==> config.mk <==
export PLATFORM = sky130hd
export DESIGN_NAME = signed_sort4_ctrl_flat
export DESIGN_NICKNAME = d
export VERILOG_FILES = /design/src/rtl/signed_sort4_ctrl_if.sv /design/src/rtl/signed_sort4_ctrl.sv /design/src/flat_wrapper.sv
export SDC_FILE = /design/constraint.sdc
export NUM_CORES = 1
export LEC_CHECK = 0
export ABC_AREA = 1
export BUFFER_PORTS_ARGS = -buffer_cell sky130_fd_sc_hd__buf_2
export CORE_MARGIN = 3
export CORE_UTILIZATION = 50
export DETAILED_ROUTE_END_ITERATION = 10
export HOLD_SLACK_MARGIN = 0.08
export PLACE_DENSITY_LB_ADDON = 0.05
export SKIP_LAST_GASP = 1
export SLEW_MARGIN = 30
export SYNTH_ARGS = -nofsm -noshare
export SYNTH_HDL_FRONTEND = slang
export SYNTH_SLANG_ARGS = --single-unit
==> constraint.sdc <==
create_clock -name clk -period 2.9 [get_ports clk]
set_input_delay 0.435 -clock clk [delete_from_list [all_inputs] [get_ports clk]]
set_output_delay 0.435 -clock clk [all_outputs]
set_load 0.05 [all_outputs]
==> src/rtl/signed_sort4_ctrl_if.sv <==
// ---------------------------------------------------------------------------
// signed_sort4_ctrl_if
//   Request/response bundle between a requester and the signed 4-element
//   sorter.
//
//   start  requester -> sorter   request a sort (honoured in IDLE/DONE only)
//   din    requester -> sorter   packed elements, element k at [4k+3:4k]
//   busy   sorter -> requester   high while compares are in progress
//   done   sorter -> requester   one-cycle pulse, new dout/swaps valid
//   dout   sorter -> requester   sorted result, [3:0] largest, [15:12] smallest
//   swaps  sorter -> requester   swaps performed by the last completed sort
// ---------------------------------------------------------------------------
interface signed_sort4_ctrl_if;
    logic        start;
    logic [15:0] din;
    logic        busy;
    logic        done;
    logic [15:0] dout;
    logic [2:0]  swaps;

    modport master (
        output start,
        output din,
        input  busy,
        input  done,
        input  dout,
        input  swaps
    );

    modport slave (
        input  start,
        input  din,
        output busy,
        output done,
        output dout,
        output swaps
    );
endinterface

==> src/rtl/signed_sort4_ctrl.sv <==
// ---------------------------------------------------------------------------
// signed_sort4_ctrl
//   Sorts four signed 4-bit values into descending order with a fixed
//   six-step bubble-sort schedule, one compare/swap per clock, using a single
//   shared subtract-based signed comparator.
//
//   clk    rising-edge clock
//   rst_n  synchronous active-low reset
//   bus    slave side of signed_sort4_ctrl_if (start/din in,
//          busy/done/dout/swaps out); all outputs are registered
// ---------------------------------------------------------------------------
module signed_sort4_ctrl (
    input  logic                 clk,
    input  logic                 rst_n,
    signed_sort4_ctrl_if.slave   bus
);

    typedef enum logic [1:0] {
        ST_IDLE = 2'd0,
        ST_SORT = 2'd1,
        ST_DONE = 2'd2
    } state_t;

    // a < b for two's-complement operands, derived from a + ~b + 1 with an
    // explicit ripple carry so that overflow (carry into bit 3 differing from
    // carry out of bit 3) corrects the sign of the difference.
    function automatic logic signed_lt(input logic [3:0] a, input logic [3:0] b);
        logic [3:0] bn;
        logic [3:0] diff;
        logic [4:0] c;
        bn   = ~b;
        c    = 5'd0;
        diff = 4'd0;
        c[0] = 1'b1;
        for (int k = 0; k < 4; k++) begin
            diff[k]  = a[k] ^ bn[k] ^ c[k];
            c[k + 1] = (a[k] & bn[k]) | (a[k] & c[k]) | (bn[k] & c[k]);
        end
        return diff[3] ^ (c[3] ^ c[4]);
    endfunction

    state_t             r_state;
    logic signed [3:0]  r_elem [4];
    logic [1:0]         r_idx;
    logic [1:0]         r_pass;
    logic [2:0]         r_cnt;
    logic [15:0]        r_dout;
    logic [2:0]         r_swaps;
    logic               r_busy;
    logic               r_done;

    state_t             w_state_nxt;
    logic signed [3:0]  w_elem_nxt [4];
    logic [1:0]         w_idx_nxt;
    logic [1:0]         w_pass_nxt;
    logic [2:0]         w_cnt_nxt;
    logic [15:0]        w_dout_nxt;
    logic [2:0]         w_swaps_nxt;

    logic [1:0]         w_idx_p1;
    logic signed [3:0]  w_lo;
    logic signed [3:0]  w_hi;
    logic               w_swap;
    logic               w_pass_end;
    logic               w_last;

    assign w_idx_p1   = r_idx + 2'd1;
    assign w_lo       = r_elem[r_idx];
    assign w_hi       = r_elem[w_idx_p1];
    // Strictly-less only: equal neighbours stay in place.
    assign w_swap     = signed_lt(w_lo, w_hi);
    // Pass p compares pairs 0 .. 2-p, so the pass ends when idx reaches 2-p.
    assign w_pass_end = (r_idx == (2'd2 - r_pass));
    assign w_last     = (r_pass == 2'd2) && (r_idx == 2'd0);

    // Next-state and datapath updates.
    always_comb begin
        w_state_nxt = r_state;
        w_elem_nxt  = r_elem;
        w_idx_nxt   = r_idx;
        w_pass_nxt  = r_pass;
        w_cnt_nxt   = r_cnt;
        w_dout_nxt  = r_dout;
        w_swaps_nxt = r_swaps;

        case (r_state)
            ST_IDLE, ST_DONE: begin
                if (bus.start) begin
                    for (int k = 0; k < 4; k++) begin
                        w_elem_nxt[k] = bus.din[4*k +: 4];
                    end
                    w_idx_nxt   = 2'd0;
                    w_pass_nxt  = 2'd0;
                    w_cnt_nxt   = 3'd0;
                    w_state_nxt = ST_SORT;
                end else begin
                    w_state_nxt = ST_IDLE;
                end
            end

            ST_SORT: begin
                if (w_swap) begin
                    w_elem_nxt[r_idx]    = w_hi;
                    w_elem_nxt[w_idx_p1] = w_lo;
                    w_cnt_nxt            = r_cnt + 3'd1;
                end

                if (w_last) begin
                    // Publish the post-swap contents of this final compare.
                    w_dout_nxt  = {w_elem_nxt[3], w_elem_nxt[2],
                                   w_elem_nxt[1], w_elem_nxt[0]};
                    w_swaps_nxt = w_cnt_nxt;
                    w_state_nxt = ST_DONE;
                end else if (w_pass_end) begin
                    w_idx_nxt  = 2'd0;
                    w_pass_nxt = r_pass + 2'd1;
                end else begin
                    w_idx_nxt = w_idx_p1;
                end
            end

            default: begin
                w_state_nxt = ST_IDLE;
            end
        endcase
    end

    // State and output registers; busy/done are decoded from the next state
    // so they are registered rather than combinational from r_state.
    always_ff @(posedge clk) begin
        if (!rst_n) begin
            r_state <= ST_IDLE;
            for (int k = 0; k < 4; k++) begin
                r_elem[k] <= 4'sd0;
            end
            r_idx   <= 2'd0;
            r_pass  <= 2'd0;
            r_cnt   <= 3'd0;
            r_dout  <= 16'h0000;
            r_swaps <= 3'd0;
            r_busy  <= 1'b0;
            r_done  <= 1'b0;
        end else begin
            r_state <= w_state_nxt;
            for (int k = 0; k < 4; k++) begin
                r_elem[k] <= w_elem_nxt[k];
            end
            r_idx   <= w_idx_nxt;
            r_pass  <= w_pass_nxt;
            r_cnt   <= w_cnt_nxt;
            r_dout  <= w_dout_nxt;
            r_swaps <= w_swaps_nxt;
            r_busy  <= (w_state_nxt == ST_SORT);
            r_done  <= (w_state_nxt == ST_DONE);
        end
    end

    assign bus.busy  = r_busy;
    assign bus.done  = r_done;
    assign bus.dout  = r_dout;
    assign bus.swaps = r_swaps;

endmodule

==> src/flat_wrapper.sv <==
// flat-port wrapper written by rule: the top's interface ports become plain ports
module signed_sort4_ctrl_flat 
  (clk, rst_n, bus_start, bus_din, bus_busy, bus_done, bus_dout, bus_swaps);
  signed_sort4_ctrl_if bus_i ();
  input  logic clk;
  input  logic rst_n;
  input wire logic [$bits(bus_i.start)-1:0] bus_start;
  input wire logic [$bits(bus_i.din)-1:0] bus_din;
  output wire logic [$bits(bus_i.busy)-1:0] bus_busy;
  output wire logic [$bits(bus_i.done)-1:0] bus_done;
  output wire logic [$bits(bus_i.dout)-1:0] bus_dout;
  output wire logic [$bits(bus_i.swaps)-1:0] bus_swaps;
  assign bus_i.start = bus_start;
  assign bus_i.din = bus_din;
  assign bus_busy = bus_i.busy;
  assign bus_done = bus_i.done;
  assign bus_dout = bus_i.dout;
  assign bus_swaps = bus_i.swaps;
  signed_sort4_ctrl u_core (.clk(clk), .rst_n(rst_n), .bus(bus_i));
endmodule
Word-level counts from Yosys, hierarchy flattened
Cells that the tools add are included.
{"block": "word_totals", "elab_cells": 93, "inputBits": 19, "ff_bits": 46}
{"block": "op_classes", "n_reduce_logical": 11, "muxes": 28, "n_eq_ne": 9, "bitwise_logic": 25, "n_addsub": 4, "magnitude_cmp": 4}
{"cell": "bitwise mux 16 bit", "count": 2}
{"cell": "two-way mux 16 bit", "count": 2}
{"cell": "case mux 16 bit (2 select lines)", "count": 1}
{"cell": "two-way mux 4 bit", "count": 6}
{"cell": "binary-select mux 4 bit (select 2 bit)", "count": 2}
{"cell": "demux 4 bit (select 2 bit)", "count": 2}
{"cell": "two-way mux 2 bit", "count": 6}
{"cell": "case mux 2 bit (2 select lines)", "count": 3}
{"cell": "AND 1 bit", "count": 10}
{"cell": "OR 1 bit", "count": 8}
{"cell": "equality test 2 bit, second input constant", "count": 3}
{"cell": "greater-or-equal comparator 3 bit, second input constant", "count": 2}
{"cell": "less-than comparator 3 x 1 -> 1 bit, second input constant", "count": 2}
{"cell": "two-way mux 3 bit", "count": 2}
{"cell": "inverter 2 -> 3 bit", "count": 2}
{"cell": "case mux 3 bit (2 select lines)", "count": 1}
{"cell": "adder 2 x 1 -> 2 bit, second input constant", "count": 2}
{"cell": "equality test 2 x 1 -> 1 bit, second input constant", "count": 2}
{"cell": "logical NOT 2 bit", "count": 2}
{"cell": "inequality test 2 bit, second input constant", "count": 2}
{"cell": "inverter 4 bit", "count": 1}
{"cell": "AND reduction 2 bit", "count": 2}
{"cell": "AND reduction 4 bit", "count": 1}
{"cell": "XOR 1 bit", "count": 4}
{"cell": "9 further kinds", "count": 11}

Depth between registers and ports, before layout
Gate-level depths: netlist of run 1.
{"block": "logic_depth", "depth_word": 22, "mapped_depth": 19, "depth_no_buf": 15}

Worst setup path after synthesis of run 1
OpenSTA, ideal clock, no wires.
{"block": "synth_timing", "kind": "register to register", "start": "register u_core.r_idx[0]", "end": "register u_core.r_cnt[2]", "period_less_slack_ns": 3.035, "arrival_time_ns": 2.964, "setup_ns": 0.071, "setup_slack_ns": -0.135, "path_stages_with_launch": 19, "cell_sequence": "dfxtp_1 > buf_6 > inv_8 > buf_12 > ha_1 > inv_2 > nand3_1 > nand2_2 > o21ai_2 > nand2_1 > o21bai_1 > nand2_1 > fa_1 > buf_2 > inv_2 > nand2_1 > xor2_1 > or2_1 > a21oi_1"}
{"block": "synth_between", "elab_chain_len": 22}
{"element": "start, declared", "line_no": "signed_sort4_ctrl.sv:44", "rtl": "logic [1:0] r_idx;"}
{"element": "start signal, assigned", "line_no": "signed_sort4_ctrl.sv:148", "rtl": "r_idx <= w_idx_nxt;"}
{"element": "adder 2 x 1 -> 2 bit", "line_no": "signed_sort4_ctrl.sv:67", "rtl": "assign w_idx_p1 = r_idx + 2'd1;"}
{"element": "inverter 2 -> 3 bit (not written as such)", "line_no": "signed_sort4_ctrl.sv:69", "rtl": "assign w_hi = r_elem[w_idx_p1];"}
{"element": "binary-select mux 4 bit (select 2 bit)", "line_no": "signed_sort4_ctrl.sv:69"}
{"element": "two-way mux 4 bit (not written as such) (2 in series)", "line_no": "signed_sort4_ctrl.sv:69"}
{"element": "inverter 4 bit", "line_no": "signed_sort4_ctrl.sv:31", "rtl": "bn = ~b;"}
{"element": "AND 1 bit", "line_no": "signed_sort4_ctrl.sv:37", "rtl": "c[k + 1] = (a[k] & bn[k]) | (a[k] & c[k]) | (bn[k] & c[k]);"}
{"element": "OR 1 bit (2 in series)", "line_no": "signed_sort4_ctrl.sv:37"}
{"element": "AND 1 bit", "line_no": "signed_sort4_ctrl.sv:37"}
{"element": "OR 1 bit (2 in series)", "line_no": "signed_sort4_ctrl.sv:37"}
{"element": "AND 1 bit", "line_no": "signed_sort4_ctrl.sv:37"}
{"element": "OR 1 bit (2 in series)", "line_no": "signed_sort4_ctrl.sv:37"}
{"element": "AND 1 bit", "line_no": "signed_sort4_ctrl.sv:37"}
{"element": "OR 1 bit (2 in series)", "line_no": "signed_sort4_ctrl.sv:37"}
{"element": "XOR 1 bit", "line_no": "signed_sort4_ctrl.sv:39", "rtl": "return diff[3] ^ (c[3] ^ c[4]);"}
{"element": "XOR 1 bit (*)", "line_no": "signed_sort4_ctrl.sv:39"}
{"element": "two-way mux 3 bit (*)", "line_no": "signed_sort4_ctrl.sv:102", "rtl": "if (w_swap) begin"}
{"element": "case mux 3 bit (2 select lines) (*)", "line_no": "signed_sort4_ctrl.sv:86", "rtl": "case (r_state)"}
{"element": "end signal, assigned", "line_no": "signed_sort4_ctrl.sv:150", "rtl": "r_cnt <= w_cnt_nxt;"}
{"element": "end, declared", "line_no": "signed_sort4_ctrl.sv:46", "rtl": "logic [2:0] r_cnt;"}
Every way passes the cells marked *; elsewhere a longest branch is shown, timed or not. The select of a mux whose other input is x is not followed.
A chain may end at the register's enable or synchronous reset.

Worst setup path in the final report of run 1
Ends and elaborated chain as after synthesis.

==> reports/metrics.cfg, run 1 <==
[yosys]
synthArstFlopShare_pct = 0
syn_inst = 432
synthTopCellsByCount = 130 x nand2_1, 49 x a21oi_1, 46 x dfxtp_1, 42 x nand3_1, 34 x inv_1
synth_compound_area_share_pct = 20.2
synth_top_area_share_pct = 31.2
ys_ff_latch = 46
synth_top_family_by_area = simple AND/OR/NAND/NOR gates
avgSynthCellArea_sq_um = 6.84
synth.area.mux_share_pct = 0
synth_most_common_cell = nand2_1
synth.yosys.warnings = 0
seq_area_frac_synth_pct = 31.2
synth_area_leaders = dfxtp_1 31%, nand2_1 17%, a21oi_1 8.3%, nand3_1 7.1%, nand3_2 5.1%
synth_enable_flop_cells = 0
synth-simple-area-share_pct = 32.3
synthDistinctLibCells = 31
synthesis.nets = 462
synthXorXnorAreaFrac_pct = 1.19
synth_area_leader_cell = dfxtp_1
synth_flop_cell = dfxtp_1
synth_area_sq_um = 2950
synthAdderAreaFrac_pct = 4.92

[hold_path]
hp-class = reg2reg
hold_path_depth = 2

[critical_path]
r2r_cells = 15
crit_top_cell = nand2_1
crit_buf_inv = 3
slowest_stage = dfxtp_2
slowest_delay_ps = 390
cp-start-kind = flip-flop
critPathTopFamily = simple AND/OR/NAND/NOR gates
worstPathRequired_ps = 3140
crit_path_end_kind = flip-flop
worstPathArrival_ps = 2870
rrSetupSlack_ps = 270
crit_chain = inv_8 > ha_4 > inv_2 > nand3_1 > nand2_2 > o21ai_2 > nand2_1 > o21bai_1 > nand2_1 > fa_2 > inv_4 > nand2_1 > xor2_1 > or2_1 > a21oi_1
path_depth = 15
worstSetupPathType = reg2reg
crit_fanout = 9

[floorplan]
io_pins = 40
rows = 27
coreArea_sq_um = 5610
start_util_pct = 52.7
die_h_um = 82.9
fp.dieW_um = 82.9
dieArea_sq_um = 6860

[finish]
stdcell_count = 536
syn_to_final_growth_pct = 10.9
fin_nets = 494
fillers = 570
drive_gt1_share_pct = 21.6
diodes = 0
utilization_pct = 58.4

[drt]
drtAntennaViolNets = 0
post_drt_wl_per_cell_um = 15.4
initialDrtViolationCount = 202
viasPerCell = 5.43
routed_wirelength_mm = 8.26
drc = 0
vias = 2913
firstDrtPassIters = 4

[global_routing]
grt_pass1_vias = 2764
antenna_found_initial = 0
grt_max_degree = 27
track_usage_pct = 24.4
grt_pass1_wl_mm = 13.8
grt_overflow = 0

[clock_tree]
cts_root_buf = clkbuf_8
ctsHoldBuffers = 0
clk_pin_slew_ps = 90
cts_buffers = 5
cts_setup_buffers = 0
htreeDepth = 2
clkLatencyLatePin_ps = 310
clockBufferDepth = 2
post_cts_resized = 0
cts_tree = built
cts_num_sinks = 46

[power_and_ir_drop]
p_leak_uw = 0.00148
ir_worst_vdd_mv = 0.350
power_density_nw_per_um2 = 797

[sta]
worst_slew_pin_slew_ps = 570
post-route-period-util_pct = 90.6
finalClockSkew_ps = 12.8
fin_setup_tns_ps = 0
max_slew_margin_pct = 62.0
worst_slack_ps = 272
finalSetupViolations = 0
finalHoldViolCount = 0
final_max_slew_viol_count = 0
max_freq_mhz = 380
rsz0062_at_grt = no
min_period_ps = 2630

[placement]
gp_congestion = 0.986
place_ws_ps = 203
port_buffers = 39
placed_cells = 529
hpwl_mm = 6.13

[run]
drv_cap = 0

[status]
status = completed

==> final timing paths <==
check                      startpoint                  end
setup / recovery      u_core.r_idx[0]      u_core.r_cnt[2]
hold / removal    u_core.bus.swaps[0]  u_core.bus.swaps[0]
setup reg to reg      u_core.r_idx[0]      u_core.r_cnt[2]
hold reg to reg   u_core.bus.swaps[0]  u_core.bus.swaps[0]
==> through the flow <==
stage | total power [uW] | cell area [sq um] | hold WS, ps
4_1_cts | 2600 | 3270 | 480
3_3_place_gp | 2210 | 3190 | 457
6_report | 2610 | 3270 | 476
2_1_floorplan | 1900 | 2970 | 455
5_1_grt | 2830 | 3270 | 495
3_5_place_dp | 2210 | 3190 | 461
==> report_power, final <==
part / total, uW / leakage, uW / switching, uW / internal [uW]
sequential: 779 / 0.000376 / 75.1 / 704
clock: 394 / 0.0000362 / 229 / 165
combinational: 1440 / 0.00106 / 951 / 486
==> placed cells by master (no fill, tap or decap) <==
cell          n
o21bai_1      1
a21oi_1      49
inv_1        34
dfxtp_1      45
a211oi_1      2
nand2_2      10
clkinvlp_4    2
ha_4          1
ha_1          9
nand3_1      42
inv_4         1
xor2_1        1
fa_2          1
dfxtp_2       1
xnor2_1       3
or2_1         1
nand2_1     130
nor2_2        3
a31oi_1       8
a32o_1        9
nor2_1        3
o21ai_2       1
inv_2         5
buf_4        10
buf_2        39
and2_1        1
a21oi_2       5
o211a_1       1
o21ai_0      25
clkbuf_8      5
nand3_2      15
inv_8         1
==> logic make-up (layout without fill, tap and decap cells) <==
family                     Yosys count  count (layout)
and+or+nand+nor                    205             205
AOI/OAI and AO/OA                  101             101
buffers and inverters               65              97
DFF                                 46              46
adders and majority gates           11              11
xor gates and xnor gates             4               4
==> sequential cells by signal, indices dropped and copies added, names as in the netlist <==
| register | count |
|---|---|
| u_core.r_pass | 2 |
| u_core.r_cnt | 3 |
| u_core.r_idx | 2 |
| u_core.bus.dout | 16 |
| u_core.bus.busy | 1 |
| u_core.r_elem | 16 |
| u_core.bus.swaps | 3 |
| u_core.r_state | 2 |
| u_core.bus.done | 1 |
==> per-layer routing <==
layer | wire [um] | global-route usage (%) | vias to the layer above
li1 | - | - | 1501
met1 | 4010 | 33.7 | 1316
met2 | 3670 | 38.6 | 83
met3 | 370 | 3.87 | 13
met4 | 203 | 8.32 | 0
met5 | 0 | 0 | -
==> tightest hold or removal path, cell delays in order, from the launching register on <==
cell	delay, ps
dfxtp_1	320
nand2_1	60
a21oi_1	50
==> layout make-up <==
| class | count | area (sq um) | area share, % |
|---|---|---|---|
| clock inverter | 2 | 15.0 | 0.459 |
| multi-input combinational | 321 | 1740 | 53.3 |
| timing repair buffer | 49 | 270 | 8.25 |
| clock buffer | 5 | 68.8 | 2.10 |
| sequential | 46 | 922 | 28.2 |
| tap | 72 | 90.1 | 2.75 |
| inverter | 41 | 164 | 5.01 |
(Power assumes the default switching activity.)
==> run 2, diff against run 1 <==
- ABC_AREA: 1 -> not set
==> run 2 against run 1 <==
Against the previous run:
- the flow now finishes with violations (negative setup slack)
- sequential power decreased by 14%
- clock power decreased by 1%
- power decreased by 45%
- combinational power down 74%
- wire length shrank 10%
- final cell count decreased by 22%
- synthesized cell count decreased by 31%
- sequential cell count stayed put
- die area shrank 9.2%
- critical endpoint is now u_core.r_cnt[0]
- largest cell class unchanged
==> reports/metrics.cfg, run 2 <==
[floorplan]
io_pins = 40  ; unchanged
start_util_pct = 53.8  ; +1.2 points
dieArea_sq_um = 6230  ; -9.2%
fp.dieW_um = 78.9  ; -4.7%
rows = 25  ; -7.4%
coreArea_sq_um = 4940  ; -12%
die_h_um = 78.9  ; -4.7%

[yosys]
synth_area_leader_cell = dfxtp_1
synthesis.nets = 328  ; -29%
synth_area_leaders = dfxtp_1 35%, nand3_1 6.0%, o211a_1 6.0%, mux4_2 5.9%, o2111ai_1 5.3%
avgSynthCellArea_sq_um = 8.93  ; +31%
synthArstFlopShare_pct = 0  ; unchanged
synth_area_sq_um = 2660  ; -9.9%
synthTopCellsByCount = 46 x dfxtp_1, 34 x nand2_1, 32 x nand3_1, 21 x clkbuf_1, 18 x a22oi_1
synth_flop_cell = dfxtp_1
synth_enable_flop_cells = 0  ; unchanged
synth_most_common_cell = dfxtp_1
synth_top_area_share_pct = 34.6  ; +3.4 points
synthDistinctLibCells = 32  ; +3.2%
synth.yosys.warnings = 0  ; unchanged
ys_ff_latch = 46  ; unchanged
seq_area_frac_synth_pct = 34.6  ; +3.4 points
syn_inst = 298  ; -31%

[sta]
post-route-period-util_pct = 103  ; +12 points
finalHoldViolCount = 0  ; unchanged
finalHoldWorstSlack_ps = 489  ; +13.2 ps
min_period_ps = 2990  ; +361 ps
final_max_slew_viol_count = 0  ; unchanged
fin_setup_tns_ps = -1290  ; -1290 ps
max_freq_mhz = 335  ; -12%
max_slew_margin_pct = 52.3  ; -9.6 points
finalClockSkew_ps = 6.87  ; -5.96 ps
rsz0062_at_grt = yes
worst_slack_ps = -88.7  ; -361 ps
worst_slew_pin_slew_ps = 715  ; +145 ps
finalSetupViolations = 35  ; +35

[finish]
final_common_cell = dfxtp_1
mostFrequentLayoutCells = 44 x dfxtp_1, 39 x buf_2, 32 x nand3_1
fillers = 413  ; -28%
stdcell_count = 416  ; -22%
syn_to_final_growth_pct = 23.3
drive_gt1_share_pct = 31.8  ; +10 points
fin_nets = 378  ; -23%
diodes = 0  ; unchanged

[critical_path]
r2r_cells = 11  ; -4
crit_buf_inv = 2  ; -1
crit_chain = inv_6 > ha_4 > mux4_2 > nand2b_4 > maj3_2 > maj3_2 > fa_2 > buf_6 > mux2_4 > a21oi_1 > nor2_1
crit_path_end_kind = flip-flop
crit_fanout = 7  ; -2
rrSetupSlack_ps = -90  ; -360 ps
cp-start-kind = flip-flop
worstSetupPathType = reg2reg
worstPathArrival_ps = 3170  ; +300 ps
slowest_stage = fa_2
crit_top_cell = maj3_2
timing.rr.start = u_core.r_idx[0]
critPathTopFamily = adder cells
slowest_delay_ps = 480  ; +90 ps
rr_endpoint = u_core.r_cnt[0]
worstPathRequired_ps = 3080  ; -60 ps

[drt]
routed_wirelength_mm = 7.39  ; -10%
vias = 2620  ; -10%
viasPerCell = 6.30  ; +16%
post_drt_wl_per_cell_um = 17.8  ; +15%
drtAntennaViolNets = 0  ; unchanged
drc = 0  ; unchanged
initialDrtViolationCount = 207  ; +2.5%
firstDrtPassIters = 5  ; +1

[hold_path]
hold_path_depth = 2  ; unchanged
min_from = u_core.r_pass[1]
hp-class = reg2reg
min_to = u_core.r_pass[1]

[global_routing]
grt_max_degree = 38  ; +41%
grt_overflow = 0  ; unchanged
grt_pass1_wl_mm = 12.0  ; -13%
track_usage_pct = 24.2  ; -0.21 points
antenna_found_initial = 0  ; unchanged
grt_pass1_vias = 2468  ; -11%

[run]
drv_cap = 0  ; unchanged

[clock_tree]
cts_tree = built
htreeDepth = 2  ; unchanged
clk_pin_slew_ps = 90  ; about the same
ctsHoldBuffers = 0  ; unchanged
clockBufferDepth = 2  ; unchanged
cts_num_sinks = 46  ; unchanged
cts_root_buf = clkbuf_8
clkLatencyLatePin_ps = 300  ; about the same
cts_buffers = 5  ; unchanged

[placement]
hpwl_mm = 5.17  ; -16%
placed_cells = 405  ; -23%
gp_congestion = 0.872  ; -12%
port_buffers = 39  ; unchanged

[status]
status = finished with violations
violations = negative setup slack

[power_and_ir_drop]
ir_worst_vdd_mv = 0.305  ; -13%
p_leak_uw = 0.00154  ; +4.1%
p_total_uw = 1440  ; -45%
power_density_nw_per_um2 = 439  ; -45%

## run 2: cells by family (layout without fill, tap and decap cells)
family                     Yosys count  count (layout)  share of synthesized area [%]
buffers and inverters               30              81                           4.33
DFF                                 46              46                           34.6
xor gates and xnor gates             4               4                           1.32
and+or+nand+nor                    111             111                           20.7
muxes                               11              11                           8.09
adders and majority gates           13              13                           6.30
AOI/OAI and AO/OA                   83              83                           24.6
## run 2: repair_timing
item	in CTS	in global routing
pin swaps	1	25
resized for setup	1	24
buffers inserted	0	3
endpoints found under the hold margin	0	0
setup endpoints to repair	33	36
## run 2: per-stage QoR
step	setup WS, ps	util [%]	area (sq um)
6_report	-88.7	66.4	3280
5_1_grt	-160	66.4	3280
4_1_cts	-36.5	64.1	3170
3_5_place_dp	-107	62.2	3080
3_3_place_gp	-88.2	62.2	3080
2_1_floorplan	-257	-	2760
## run 2: worst max path at each step
stage | start | endpoint | slack [ps] | cells past startpoint
finish | u_core.r_idx[0] | u_core.r_cnt[0] | -90 | 11
CTS | u_core.r_idx[0] | u_core.r_elem[4] | -40 | 11
floorplan | u_core.r_idx[1] | u_core.r_cnt[1] | -260 | 13
global route | u_core.r_idx[0] | u_core.r_cnt[0] | -160 | 11
global placement | u_core.r_idx[0] | u_core.r_elem[3] | -90 | 11
detailed placement | u_core.r_idx[0] | u_core.r_elem[3] | -110 | 11
## run 2: layer usage
| layer | GRT usage, % | up-vias | wire length, um |
|---|---|---|---|
| li1 | - | 1240 | - |
| met1 | 33.0 | 1242 | 3390 |
| met2 | 38.3 | 119 | 3410 |
| met3 | 4.54 | 19 | 459 |
| met4 | 8.59 | 0 | 131 |
| met5 | 0 | - | 0 |
## run 2: cell type report
cell class	instances	area [sq um]	share of cell area, %
multi-input combinational	222	1740	53.1
clock inverter	2	13.8	0.420
clock buffer	6	72.6	2.21
sequential	46	926	28.2
tap	67	83.8	2.56
inverter	7	36.3	1.11
timing repair buffer	66	405	12.4
## run 2: report_power, final
part	internal, uW	switching (uW)
Clock	170	220
Sequential	649	19.4
Combinational	167	212
Total	987	452
## run 2: worst register-to-register path: stages, from the launching register on
cell and delay, ps:
dfxtp_4 400, inv_6 40, ha_4 230, mux4_2 380
nand2b_4 50, maj3_2 300, maj3_2 320, fa_2 480
buf_6 170, mux2_4 280, a21oi_1 160, nor2_1 60
